<file path="config.mk">
export PLATFORM = sky130hd
export DESIGN_NAME = ps2_host_tx
export DESIGN_NICKNAME = d
export VERILOG_FILES = /design/src/rtl/ps2_host_tx.sv
export SDC_FILE = /design/constraint.sdc
export NUM_CORES = 1
export LEC_CHECK = 0
export ABC_AREA = 0
export BUFFER_PORTS_ARGS = -buffer_cell sky130_fd_sc_hd__clkbuf_2
export CORE_AREA = 10 10 92 94
export CTS_BUF_LIST = sky130_fd_sc_hd__clkbuf_2
export DETAILED_ROUTE_END_ITERATION = 6
export DIE_AREA = 0 0 102 104
export PLACE_DENSITY = 0.66
export SLEW_MARGIN = 20
export SYNTH_ARGS = -nofsm -noshare
export SYNTH_HDL_FRONTEND = slang
export SYNTH_SLANG_ARGS = --single-unit
</file>
<file path="constraint.sdc">
create_clock -name clk_cpu -period 2 [get_ports clk_cpu]
set_input_delay 0.2 -clock clk_cpu [delete_from_list [all_inputs] [get_ports clk_cpu]]
set_output_delay 0.2 -clock clk_cpu [all_outputs]
set_load 0.005 [all_outputs]
</file>
<file path="src/rtl/ps2_host_tx.sv">
// PS/2 host-to-device transmitter: inhibit, request-to-send, 11-bit frame, ACK sample.
// Optional build macro PS2_TX_RETRY_EN resends a failed byte up to two more times.
module ps2_host_tx #(
  parameter int FREQ_HZ          = 25_000_000,
  parameter int INHIBIT_US       = 100,
  parameter int START_TIMEOUT_MS = 15,
  parameter int FRAME_TIMEOUT_MS = 2
) (
  input  logic       clk_cpu,
  input  logic       reset_n_i,
  input  logic [7:0] data_i,
  input  logic       valid_i,
  output logic       ready_o,
  input  logic       ps2clk_i,
  input  logic       ps2dat_i,
  output logic       ps2clk_oe_o,
  output logic       ps2dat_oe_o,
  output logic       busy_o,
  output logic       done_o,
  output logic [1:0] status_o,
  output logic [2:0] dbg_state
);

  // Handshake: a byte transfers on a cycle where valid_i && ready_o; ready_o is high
  // only in IDLE, so valid_i during a frame is ignored and nothing is queued.

  localparam int INH  = FREQ_HZ / 1_000_000 * INHIBIT_US;
  localparam int TS   = FREQ_HZ / 1000 * START_TIMEOUT_MS;
  localparam int TF   = FREQ_HZ / 1000 * FRAME_TIMEOUT_MS;
  localparam int CMAX = (INH > TS) ? ((INH > TF) ? INH : TF) : ((TS > TF) ? TS : TF);
  localparam int CW   = $clog2(CMAX + 1);

  // The RTS cycle is the last cycle of the inhibit time, hence INH-1 in INHIBIT.
  localparam logic [CW-1:0] INH_LOAD = CW'((INH > 1) ? INH - 1 : 1);
  localparam logic [CW-1:0] TS_LOAD  = CW'(TS);
  localparam logic [CW-1:0] TF_LOAD  = CW'(TF);

  localparam logic [1:0] ST_ACK      = 2'b00;
  localparam logic [1:0] ST_NACK     = 2'b01;
  localparam logic [1:0] ST_START_TO = 2'b10;
  localparam logic [1:0] ST_FRAME_TO = 2'b11;

  typedef enum logic [2:0] {
    S_IDLE      = 3'd0,
    S_INHIBIT   = 3'd1,
    S_RTS       = 3'd2,
    S_WAIT_CLK  = 3'd3,
    S_SHIFT     = 3'd4,
    S_WAIT_IDLE = 3'd5,
    S_DONE      = 3'd6
  } state_t;

  state_t        state_q, state_n;
  logic [CW-1:0] cnt_q, cnt_n, cnt_dec;
  logic [9:0]    shreg_q, shreg_n;
  logic [3:0]    edges_q, edges_n;
  logic          drive_q, drive_n;
  logic [1:0]    status_q, status_n;
  logic [7:0]    byte_q, byte_n;
  logic          attempt_fail;
  logic          expire;
`ifdef PS2_TX_RETRY_EN
  logic [1:0]    retry_q, retry_n;
`endif

  logic clk_meta, clk_sync, clk_prev, dat_meta, dat_sync;
  logic fall;

  // Lines idle high, so the synchronisers reset to 1 to avoid a false edge.
  always_ff @(posedge clk_cpu or negedge reset_n_i) begin
    if (!reset_n_i) begin
      clk_meta <= 1'b1;
      clk_sync <= 1'b1;
      clk_prev <= 1'b1;
      dat_meta <= 1'b1;
      dat_sync <= 1'b1;
    end else begin
      clk_meta <= ps2clk_i;
      clk_sync <= clk_meta;
      clk_prev <= clk_sync;
      dat_meta <= ps2dat_i;
      dat_sync <= dat_meta;
    end
  end

  assign fall    = clk_prev & ~clk_sync;
  assign expire  = (cnt_q <= CW'(1));
  assign cnt_dec = (cnt_q == '0) ? '0 : cnt_q - CW'(1);

  always_ff @(posedge clk_cpu or negedge reset_n_i) begin
    if (!reset_n_i) begin
      state_q  <= S_IDLE;
      cnt_q    <= '0;
      shreg_q  <= '1;
      edges_q  <= '0;
      drive_q  <= 1'b0;
      status_q <= ST_ACK;
      byte_q   <= '0;
`ifdef PS2_TX_RETRY_EN
      retry_q  <= '0;
`endif
    end else begin
      state_q  <= state_n;
      cnt_q    <= cnt_n;
      shreg_q  <= shreg_n;
      edges_q  <= edges_n;
      drive_q  <= drive_n;
      status_q <= status_n;
      byte_q   <= byte_n;
`ifdef PS2_TX_RETRY_EN
      retry_q  <= retry_n;
`endif
    end
  end

  always_comb begin
    state_n      = state_q;
    cnt_n        = cnt_q;
    shreg_n      = shreg_q;
    edges_n      = edges_q;
    drive_n      = drive_q;
    status_n     = status_q;
    byte_n       = byte_q;
    attempt_fail = 1'b0;
`ifdef PS2_TX_RETRY_EN
    retry_n      = retry_q;
`endif
    case (state_q)
      S_IDLE: begin
        if (valid_i) begin
          byte_n  = data_i;
          cnt_n   = INH_LOAD;
          drive_n = 1'b0;
          state_n = S_INHIBIT;
`ifdef PS2_TX_RETRY_EN
          retry_n = '0;
`endif
        end
      end
      S_INHIBIT: begin
        cnt_n = cnt_dec;
        if (expire) state_n = S_RTS;
      end
      S_RTS: begin
        shreg_n = {1'b1, ~^byte_q, byte_q};
        cnt_n   = TS_LOAD;
        state_n = S_WAIT_CLK;
      end
      S_WAIT_CLK: begin
        if (fall) begin
          drive_n = ~shreg_q[0];
          shreg_n = {1'b1, shreg_q[9:1]};
          edges_n = 4'd1;
          cnt_n   = TF_LOAD;
          state_n = S_SHIFT;
        end else if (expire) begin
          status_n     = ST_START_TO;
          attempt_fail = 1'b1;
        end else begin
          cnt_n = cnt_dec;
        end
      end
      S_SHIFT: begin
        cnt_n = cnt_dec;
        // Edge before expiry: a late last edge still completes the frame.
        if (fall) begin
          if (edges_q == 4'd10) begin
            status_n = dat_sync ? ST_NACK : ST_ACK;
            drive_n  = 1'b0;
            state_n  = S_WAIT_IDLE;
          end else begin
            drive_n = ~shreg_q[0];
            shreg_n = {1'b1, shreg_q[9:1]};
            edges_n = edges_q + 4'd1;
          end
        end else if (expire) begin
          drive_n      = 1'b0;
          status_n     = ST_FRAME_TO;
          attempt_fail = 1'b1;
        end
      end
      S_WAIT_IDLE: begin
        cnt_n = cnt_dec;
        if (clk_sync && dat_sync) begin
          if (status_q == ST_ACK) state_n = S_DONE;
          else                    attempt_fail = 1'b1;
        end else if (expire) begin
          status_n     = ST_FRAME_TO;
          attempt_fail = 1'b1;
        end
      end
      S_DONE: begin
        state_n = S_IDLE;
      end
      default: begin
        state_n = S_IDLE;
      end
    endcase

    if (attempt_fail) begin
`ifdef PS2_TX_RETRY_EN
      if (retry_q != 2'd2) begin
        retry_n = retry_q + 2'd1;
        cnt_n   = INH_LOAD;
        drive_n = 1'b0;
        state_n = S_INHIBIT;
      end else begin
        state_n = S_DONE;
      end
`else
      state_n = S_DONE;
`endif
    end
  end

  // Outputs decode the state register directly, so reset releases the lines at once.
  assign ps2clk_oe_o = (state_q == S_INHIBIT) || (state_q == S_RTS);
  assign ps2dat_oe_o = (state_q == S_RTS) || (state_q == S_WAIT_CLK) ||
                       ((state_q == S_SHIFT) && drive_q);
  assign ready_o     = (state_q == S_IDLE);
  assign busy_o      = (state_q != S_IDLE) && (state_q != S_DONE);
  assign done_o      = (state_q == S_DONE);
  assign status_o    = status_q;
  assign dbg_state   = state_q;

endmodule

</file>
## Yosys cells after proc, flatten, opt, wreduce, memory -nomap -nowiden

Index checks and enable logic that the tools add are counted.

| operators by class | value |
|---|---|
| shift-type cells | 0 |
| magnitude comparators | 1 |
| reduce and logical (&&, ||, !) cells | 25 |
| multiply operators | 0 |
| equality and inequality tests | 25 |
| divide/modulo/power cells | 0 |
| bitwise operators | 3 |
| multiplexer cells | 41 |
| add/sub/neg operators | 2 |

Operator list:

| cell | count |
|---|---|
| two-way mux 19 bit | 4 |
| one-hot mux 19 bit (4 select lines) | 1 |
| two-way mux 10 bit | 3 |
| != test 3 bit, second input constant | 10 |
| one-hot mux 10 bit (3 select lines) | 1 |
| two-way mux 3 bit | 8 |
| less-or-equal comparator 19 x 1 -> 1 bit, second input constant | 1 |
| logical NOT 19 bit | 1 |
| subtractor 19 x 1 -> 19 bit, second input constant | 1 |
| one-hot mux 3 bit (6 select lines) | 1 |
| != test 2 bit, second input constant | 7 |
| two-way mux 2 bit | 6 |
| two-way mux 4 bit | 3 |
| AND reduction 4 bit | 3 |
| nonzero test 3 bit | 4 |
| two-way mux 1 bit | 10 |
| equality test 3 bit, second input constant | 3 |
| one-hot mux 4 bit (2 select lines) | 1 |
| XNOR reduction 8 bit | 1 |
| AND reduction 7 bit | 1 |
| equality test 3 x 2 -> 1 bit, second input constant | 2 |
| one-hot mux 2 bit (3 select lines) | 1 |
| AND reduction 5 bit | 1 |
| adder 4 x 1 -> 4 bit, second input constant | 1 |
| 17 further kinds | 22 |

| word-level totals | value |
|---|---|
| bits in writable memories | 0 |
| bits in registers | 52 |
| memories kept | 0 |
| output and inout bits | 10 |
| input port bits | 13 |
| logic and storage cells | 109 |
| latch bits | 0 |
| bits in read-only memories | 0 |

## Logic depth before layout (Yosys ltp)

Gate-level depths: netlist (run 1).

| logic depth | value |
|---|---|
| word-level depth | 6 |
| gate-level depth with buffers | 9 |

## Worst setup path after synthesis (run 1)

No wires, ideal clock.

| timing | value |
|---|---|
| path kind | flip-flop to flip-flop |
| from | register cnt_q[13] |
| to | register cnt_q[5] |
| arrival | 2.091 ns |
| buffers on the path | 1 |
| clock period less this slack | 2.217 ns |
| setup slack | -0.217 ns |
| data required time | 1.874 ns |
| cell stages (with the launch flop) | 7 |
| cells stage by stage | dfrtp_1 or4_4 nor4_4 and3_1 buf_4 nor3_1 a221o_1 |

| between the ends | value |
|---|---|
| longest elaborated chain between the ends | 5 |
| elaborated cells on any way between the ends | 8 |

RTL lines:

| element | line | text |
|---|---|---|
| start, declared | 54 | `logic [CW-1:0] cnt_q, cnt_n, cnt_dec;` |
| start signal, assigned | 104 | `cnt_q <= cnt_n;` |
| branches (longest 5 deep; another with less-or-equal comparator 19 x 1 -> 1 bit) | -- |  |

Several ways; the timed one is not identified. The select of a mux whose other input is x is not followed.
A chain may end at the register's enable or synchronous reset.

## Worst setup path in the final report (run 1)

| timing | value |
|---|---|
| from | register cnt_q[14] |
| to | register cnt_q[13] |

Same word-level chain as after synthesis.

==> results.json, run 1 <==
{
  "outcome": "finished with violations",
  "violations": "negative setup slack",
  "drtAntennaViolNets": 0,
  "worstSetupStartpointType": "flop",
  "design.portCount": 23,
  "cp_data_arrival_time_ns": 2.61,
  "clkTransAtPathRegs_ns": 0.30,
  "syn_area_um2": 3030,
  "ys_seq_area_share_pct": 42.7,
  "drv_cap": 0,
  "rows": 30,
  "preCtsSetupSlack_ns": -0.300,
  "worst-setup-path-type": "flop to flop",
  "grt_max_degree": 20,
  "hp-class": "input pin to asynchronous set/reset pin",
  "final_cell_area_um2": 4090,
  "max_freq_mhz": 442,
  "synthSimpleGateAreaFrac_pct": 18.0,
  "swShare_pct": 40.5,
  "dp_hpwl_um": 5990,
  "met3_length_um": 503,
  "finalSetupViolCount": 25,
  "cp-end-kind": "flop",
  "synth_compound_area_share_pct": 22.8,
  "worstMarginPinSlew_ns": 0.577,
  "final_cell_mix": "63 x buf_4, 37 x dfrtp_1, 27 x clkbuf_2",
  "numClockSinks": 51,
  "viasPerCell": 6.02,
  "synthXorXnorAreaFrac_pct": 2.89,
  "final_util_pct": 61.2,
  "core_um2": 6680,
  "nNetsFinal": 434,
  "ys_ff_latch": 51,
  "dr_wl_met2_um": 4210,
  "reg2reg_slack_ns": -0.26,
  "h-tree-depth": 2,
  "r2r_end": "cnt_q[13]",
  "layout_setup_ws_ns": -0.265,
  "final_common_cell": "buf_4",
  "tritoncts": "yes",
  "drive_gt1_share_pct": 40.3,
  "synth.area.mux_share_pct": 5.62,
  "first_pass_iters": 5,
  "critPathCapture": "cnt_q[13]",
  "p_sw_mw": 2.03,
  "gr-usage-all-layers_pct": 16.0,
  "slew_headroom_pct": 61.4,
  "clkPwrFrac_pct": 8.8,
  "die_h_um": 104,
  "dieArea_um2": 10600,
  "yosys_warnings": 0,
  "numPlacedInstances": 468,
  "ctsRootBufferMaster": "clkbuf_2",
  "rsz0062_at_grt": "yes",
  "r2r_start": "cnt_q[14]",
  "drc": 0,
  "grt_pass1_wl_um": 14100,
  "port_buffers": 22,
  "diodes": 0,
  "wire_per_inst_um": 17.5,
  "wl_um": 8710,
  "grt_pass1_vias": 2838,
  "power.leakage_nw": 1.72,
  "met1Wirelength_um": 3840,
  "reg2reg_depth": 7,
  "maxSlewViolCount": 0,
  "start_util_pct": 45.3,
  "synth_edf_count": 0,
  "ir_worst_vdd_v": 0.000742,
  "num_vias": 2992,
  "hold_viol_final": 0,
  "skew_ns": 0.0320,
  "required_ns": 2.35,
  "clkLatencyLatePin_ns": 0.46,
  "die_w_um": 102,
  "synthAdderAreaFrac_pct": 2.07,
  "final_cells": 497,
  "syn_inst": 327,
  "synthArstFlopShare_pct": 100,
  "avgSynthCellArea_um2": 9.26,
  "globalRouteOverflowTotal": 0,
  "combinationalPowerShare_pct": 58.1,
  "layout_worst_path_cycle_share_pct": 113,
  "fin_crit_ns": 2.26,
  "synth_top_flop_cell": "dfrtp_1",
  "routed.top_layer": "met4",
  "numCtsBuffers": 5,
  "power.internal_mw": 2.99,
  "synthDistinctLibCells": 57,
  "area_growth_syn_to_layout_pct": 35.0,
  "seqPwrFrac_pct": 33.1,
  "cp_max_fo": 5,
  "power_density_nw_per_um2": 1230,
  "mappedNetlistNets": 345,
  "cts_buffer_depth": 2,
  "cp-startpoint": "cnt_q[14]",
  "fin_tns_setup_ns": -4.92,
  "drt_iter0_markers": 261,
  "synth_top_family_by_area": "compound AO/OA/AOI/OAI gates",
  "gp_congestion": 0.943,
  "antenna_found_initial": 0,
  "placed_area_um2": 3610
}
==> timing repair <==
action	CTS	global route
endpoints found under the setup margin	28	27
endpoints found under the hold margin	27	0
cloned	0	0
hold buffers	11	0
setup buffers	7	5
resized for setup	33	18
pin swaps	15	14
==> per-stage QoR <==
stage               hold slack [ns]  power (mW)
floorplan                   -0.0956        3.26
global placement              0.192        4.12
detailed placement            0.203        4.18
CTS                           0.201        4.87
global route                  0.207        5.38
finish                        0.186        5.02
==> worst max-delay path, stage by stage (launching register included) <==
cell and delay, ns:
dfrtp_1 0.48, or4_4 0.53, nor4_4 0.36, buf_4 0.19, a31oi_4 0.13, buf_6 0.18
a31oi_4 0.16, o221ai_2 0.12
==> cell type report <==
class                   instances  area, µm²
inverters                      16       63.8
flip-flops and latches         51       1290
fillers                       548       2590
well taps                      80        100
repair buffers                106        815
multi-input cells             236       1770
clock inverters                 3       20.0
clock buffers                   5       25.0
==> cell families after synthesis <==
group,count (synthesis)
AO/OA/AOI/OAI,100
flip-flops,51
multiplexers,16
AND/OR/NAND/NOR,105
buffers and inverters,40
adder cells (fa/ha/maj),5
XOR/XNOR,10
==> cell usage after synthesis, types with 2 or more instances <==
library cell	count	area share, %
inv_1	16	2.0
dfstp_2	14	12
clkbuf_1	14	1.7
o32a_1	3	0.99
buf_6	2	0.74
nand3_1	13	2.1
nor3b_1	2	0.50
nor2_1	26	3.2
or3_1	6	1.2
o31ai_1	7	1.7
a22oi_1	3	0.74
o22ai_1	6	1.2
a2bb2oi_1	2	0.58
or4_1	5	1.2
mux2i_1	8	2.6
ha_1	5	2.1
a21oi_1	8	1.3
and2_1	3	0.62
nor3_1	9	1.5
a31oi_1	13	2.7
buf_2	5	0.83
a22o_1	2	0.58
nand2_1	22	2.7
buf_4	2	0.50
a211oi_1	9	2.2
xnor2_1	9	2.6
nor4_1	4	0.83
o32ai_1	4	1.2
or2_2	2	0.41
nand3b_1	3	0.74
mux2_2	8	3.0
dfrtp_1	37	31
a211o_1	3	0.87
o221ai_1	2	0.58
o21ai_0	24	4.0
nand2b_1	5	1.0
==> flip-flops by register name (all words and copies together) (netlist names), 2 cells and up <==
| name | cells |
|---|---|
| byte_q | 8 |
| cnt_q | 19 |
| dbg_state | 3 |
| edges_q | 4 |
| shreg_q | 9 |
| status_o | 2 |
==> routing by layer <==
metal,up-vias,track usage (%)
met2,127,24.7
li1,1391,-
met1,1455,21.4
met5,-,0
met3,19,3.72
met4,0,4.84
==> how the worst min path moves through the flow <==
stage	slack, ns	end	start	cells after the start
detailed placement	0.20	dbg_state[1]	reset_n_i	1
global placement	0.19	dbg_state[1]	reset_n_i	1
floorplan	-0.1	byte_q[0]	reset_n_i	0
CTS	0.20	cnt_q[9]	reset_n_i	2
global route	0.21	cnt_q[5]	reset_n_i	2
finish	0.19	cnt_q[5]	reset_n_i	2
==> power by group through the flow <==
stage	logic [mW]	clock network (mW)	registers, mW
floorplan	1.59	0	1.67
global placement	2.45	0	1.66
detailed placement	2.50	0	1.68
CTS	2.75	0.455	1.66
global route	3.18	0.489	1.71
finish	2.92	0.441	1.66
Note: power is estimated with default switching activity, not from simulation.
==> run 2: changes to the inputs <==
- CORE_AREA: 10 10 92 94 -> 10 10 112 114
- DIE_AREA: 0 0 102 104 -> 0 0 122 124
- PLACE_DENSITY: 0.66 -> not set
==> run 2 against run 1 <==
The flow still finishes with violations (negative setup slack). Utilization shrank 20 points. Clock power grew 0.9%. Hold slack gained 0.13 ns. Clock skew shrank 0.0019 ns. Critical endpoint is now cnt_q[17]. Largest cell class unchanged. Largest power group unchanged.
==> results.json, run 2 (same netlist as run 1, synthesis figures left out) <==
{
  "numClockSinks": 51,
  "port_buffers": 22,
  "ir_worst_vdd_v": 0.000689,
  "reg_top3": "cnt_q: 19 flops, shreg_q: 9 flops, byte_q: 8 flops",
  "drtAntennaViolNets": 0,
  "wire_per_inst_um": 15.6,
  "cp-end-kind": "flop",
  "r2r_start": "cnt_q[1]",
  "fin_tns_setup_ns": -4.48,
  "worstMarginPinSlew_ns": 0.872,
  "finalSetupViolCount": 26,
  "clkTransAtPathRegs_ns": 0.29,
  "final_util_pct": 41.4,
  "power_density_nw_per_um2": 1180,
  "cp_data_arrival_time_ns": 2.62,
  "hp-class": "input pin to flop",
  "dieArea_um2": 15100,
  "drt_iter0_markers": 130,
  "tritoncts": "yes",
  "drc": 0,
  "max_freq_mhz": 440,
  "p_sw_mw": 2.05,
  "clkLatencyLatePin_ns": 0.45,
  "start_util_pct": 29.6,
  "final_cells": 555,
  "hold_viol_final": 0,
  "numCtsBuffers": 5,
  "placed_area_um2": 3690,
  "preCtsSetupSlack_ns": -0.337,
  "rows": 37,
  "core_um2": 10200,
  "dp_hpwl_um": 6130,
  "cts_buffer_depth": 2,
  "hold_slack_ns": 0.317,
  "h-tree-depth": 2,
  "numPlacedInstances": 525,
  "design.portCount": 23,
  "globalRouteOverflowTotal": 0,
  "grt_pass1_vias": 2946,
  "final_cell_area_um2": 4230,
  "hp-start": "valid_i",
  "drv_cap": 0,
  "maxSlewViolCount": 0,
  "worst-setup-path-type": "flop to flop",
  "viasPerCell": 5.23,
  "drive_gt1_share_pct": 40.8,
  "num_vias": 2905,
  "reg2reg_depth": 5,
  "antenna_found_initial": 0,
  "wl_um": 8680,
  "swShare_pct": 41.0,
  "rsz0062_at_grt": "yes",
  "cpPeakStageDelay_ns": 0.62,
  "path_buf_inv": 1,
  "nNetsFinal": 436,
  "final_cell_mix": "62 x buf_4, 37 x dfrtp_1, 27 x clkbuf_2",
  "skew_ns": 0.0302,
  "layout_worst_path_cycle_share_pct": 114,
  "worstSetupStartpointType": "flop",
  "seqPwrFrac_pct": 33.4,
  "clkPwrFrac_pct": 8.9,
  "grt_max_degree": 52,
  "power.internal_mw": 2.95,
  "cp-startpoint": "cnt_q[1]",
  "die_w_um": 122,
  "grt_pass1_wl_um": 14500,
  "area_growth_syn_to_layout_pct": 39.8,
  "cp_top_family": "simple AND/OR/NAND/NOR gates",
  "holdPathStages": 4,
  "crit_slowest_cell": "or4_1",
  "largest_reg_flops": 19,
  "fin_crit_ns": 2.27,
  "outcome": "finished with violations",
  "slew_headroom_pct": 41.3,
  "power.total_mw": 5.00,
  "ctsRootBufferMaster": "clkbuf_2",
  "largest-register": "cnt_q",
  "cp_num_cells": 5,
  "violations": "negative setup slack",
  "layout_setup_ws_ns": -0.275,
  "die_h_um": 124,
  "gr-usage-all-layers_pct": 11.5,
  "path_cells": "buf_4 > or4_1 > or3_4 > o311a_1 > a211o_1",
  "power.leakage_nw": 1.78,
  "cp_max_fo": 7,
  "required_ns": 2.34,
  "gp_congestion": 0.885,
  "combinationalPowerShare_pct": 57.7,
  "first_pass_iters": 5,
  "fill_cells": 1006,
  "final_common_cell": "buf_4",
  "diodes": 0
}
## run 2: area by class of cell
class                      instances  area [µm²]  area share [%]
timing repair buffer             108         845            19.9
clock inverter                     3        22.5           0.532
inverter                          16        60.1            1.42
tap                              136         170            4.02
sequential                        51        1290            30.6
multi-input combinational        236        1820            42.9
clock buffer                       5        25.0           0.591
## run 2: worst register-to-register path: cells and delay by family, from the launching register on
kind | cells | cell delay [ns]
buffers and inverters | 1 | 0.14
and+or+nand+nor | 2 | 1.01
AOI/OAI and AO/OA | 2 | 0.56
DFF | 1 | 0.46
## run 2: worst paths after layout
kind	slack (ns)	endpoint
max	-0.27	cnt_q[17]
min in group asynchronous	0.34	cnt_q[4]
max in group asynchronous	1.19	byte_q[0]
max reg2reg	-0.27	cnt_q[17]
min	0.32	drive_q
min reg2reg	0.38	clk_sync
## run 2: per-layer routing
layer  global-route usage, %  vias to the layer above  wire, µm
met5                       0                        -         0
met4                    2.83                        0        82
met3                    1.99                       12       376
met2                    19.5                       73      4200
met1                    14.9                     1425      4020
li1                        -                     1395         -
## run 2: power groups by stage
stage	Combinational (mW)	Sequential [mW]	Clock [mW]
after floorplan	1.59	1.67	0
after global placement	2.40	1.68	0
after detailed placement	2.46	1.69	0
after CTS	2.68	1.67	0.472
after global routing	3.14	1.72	0.508
final	2.89	1.67	0.445
## run 2: what timing repair did
item,4_1_cts,5_1_grt
endpoints found under the hold margin,47,0
setup buffers,8,4
resized for setup,41,23
endpoints found under the setup margin,28,28
hold buffers,11,0
pin swaps,21,13
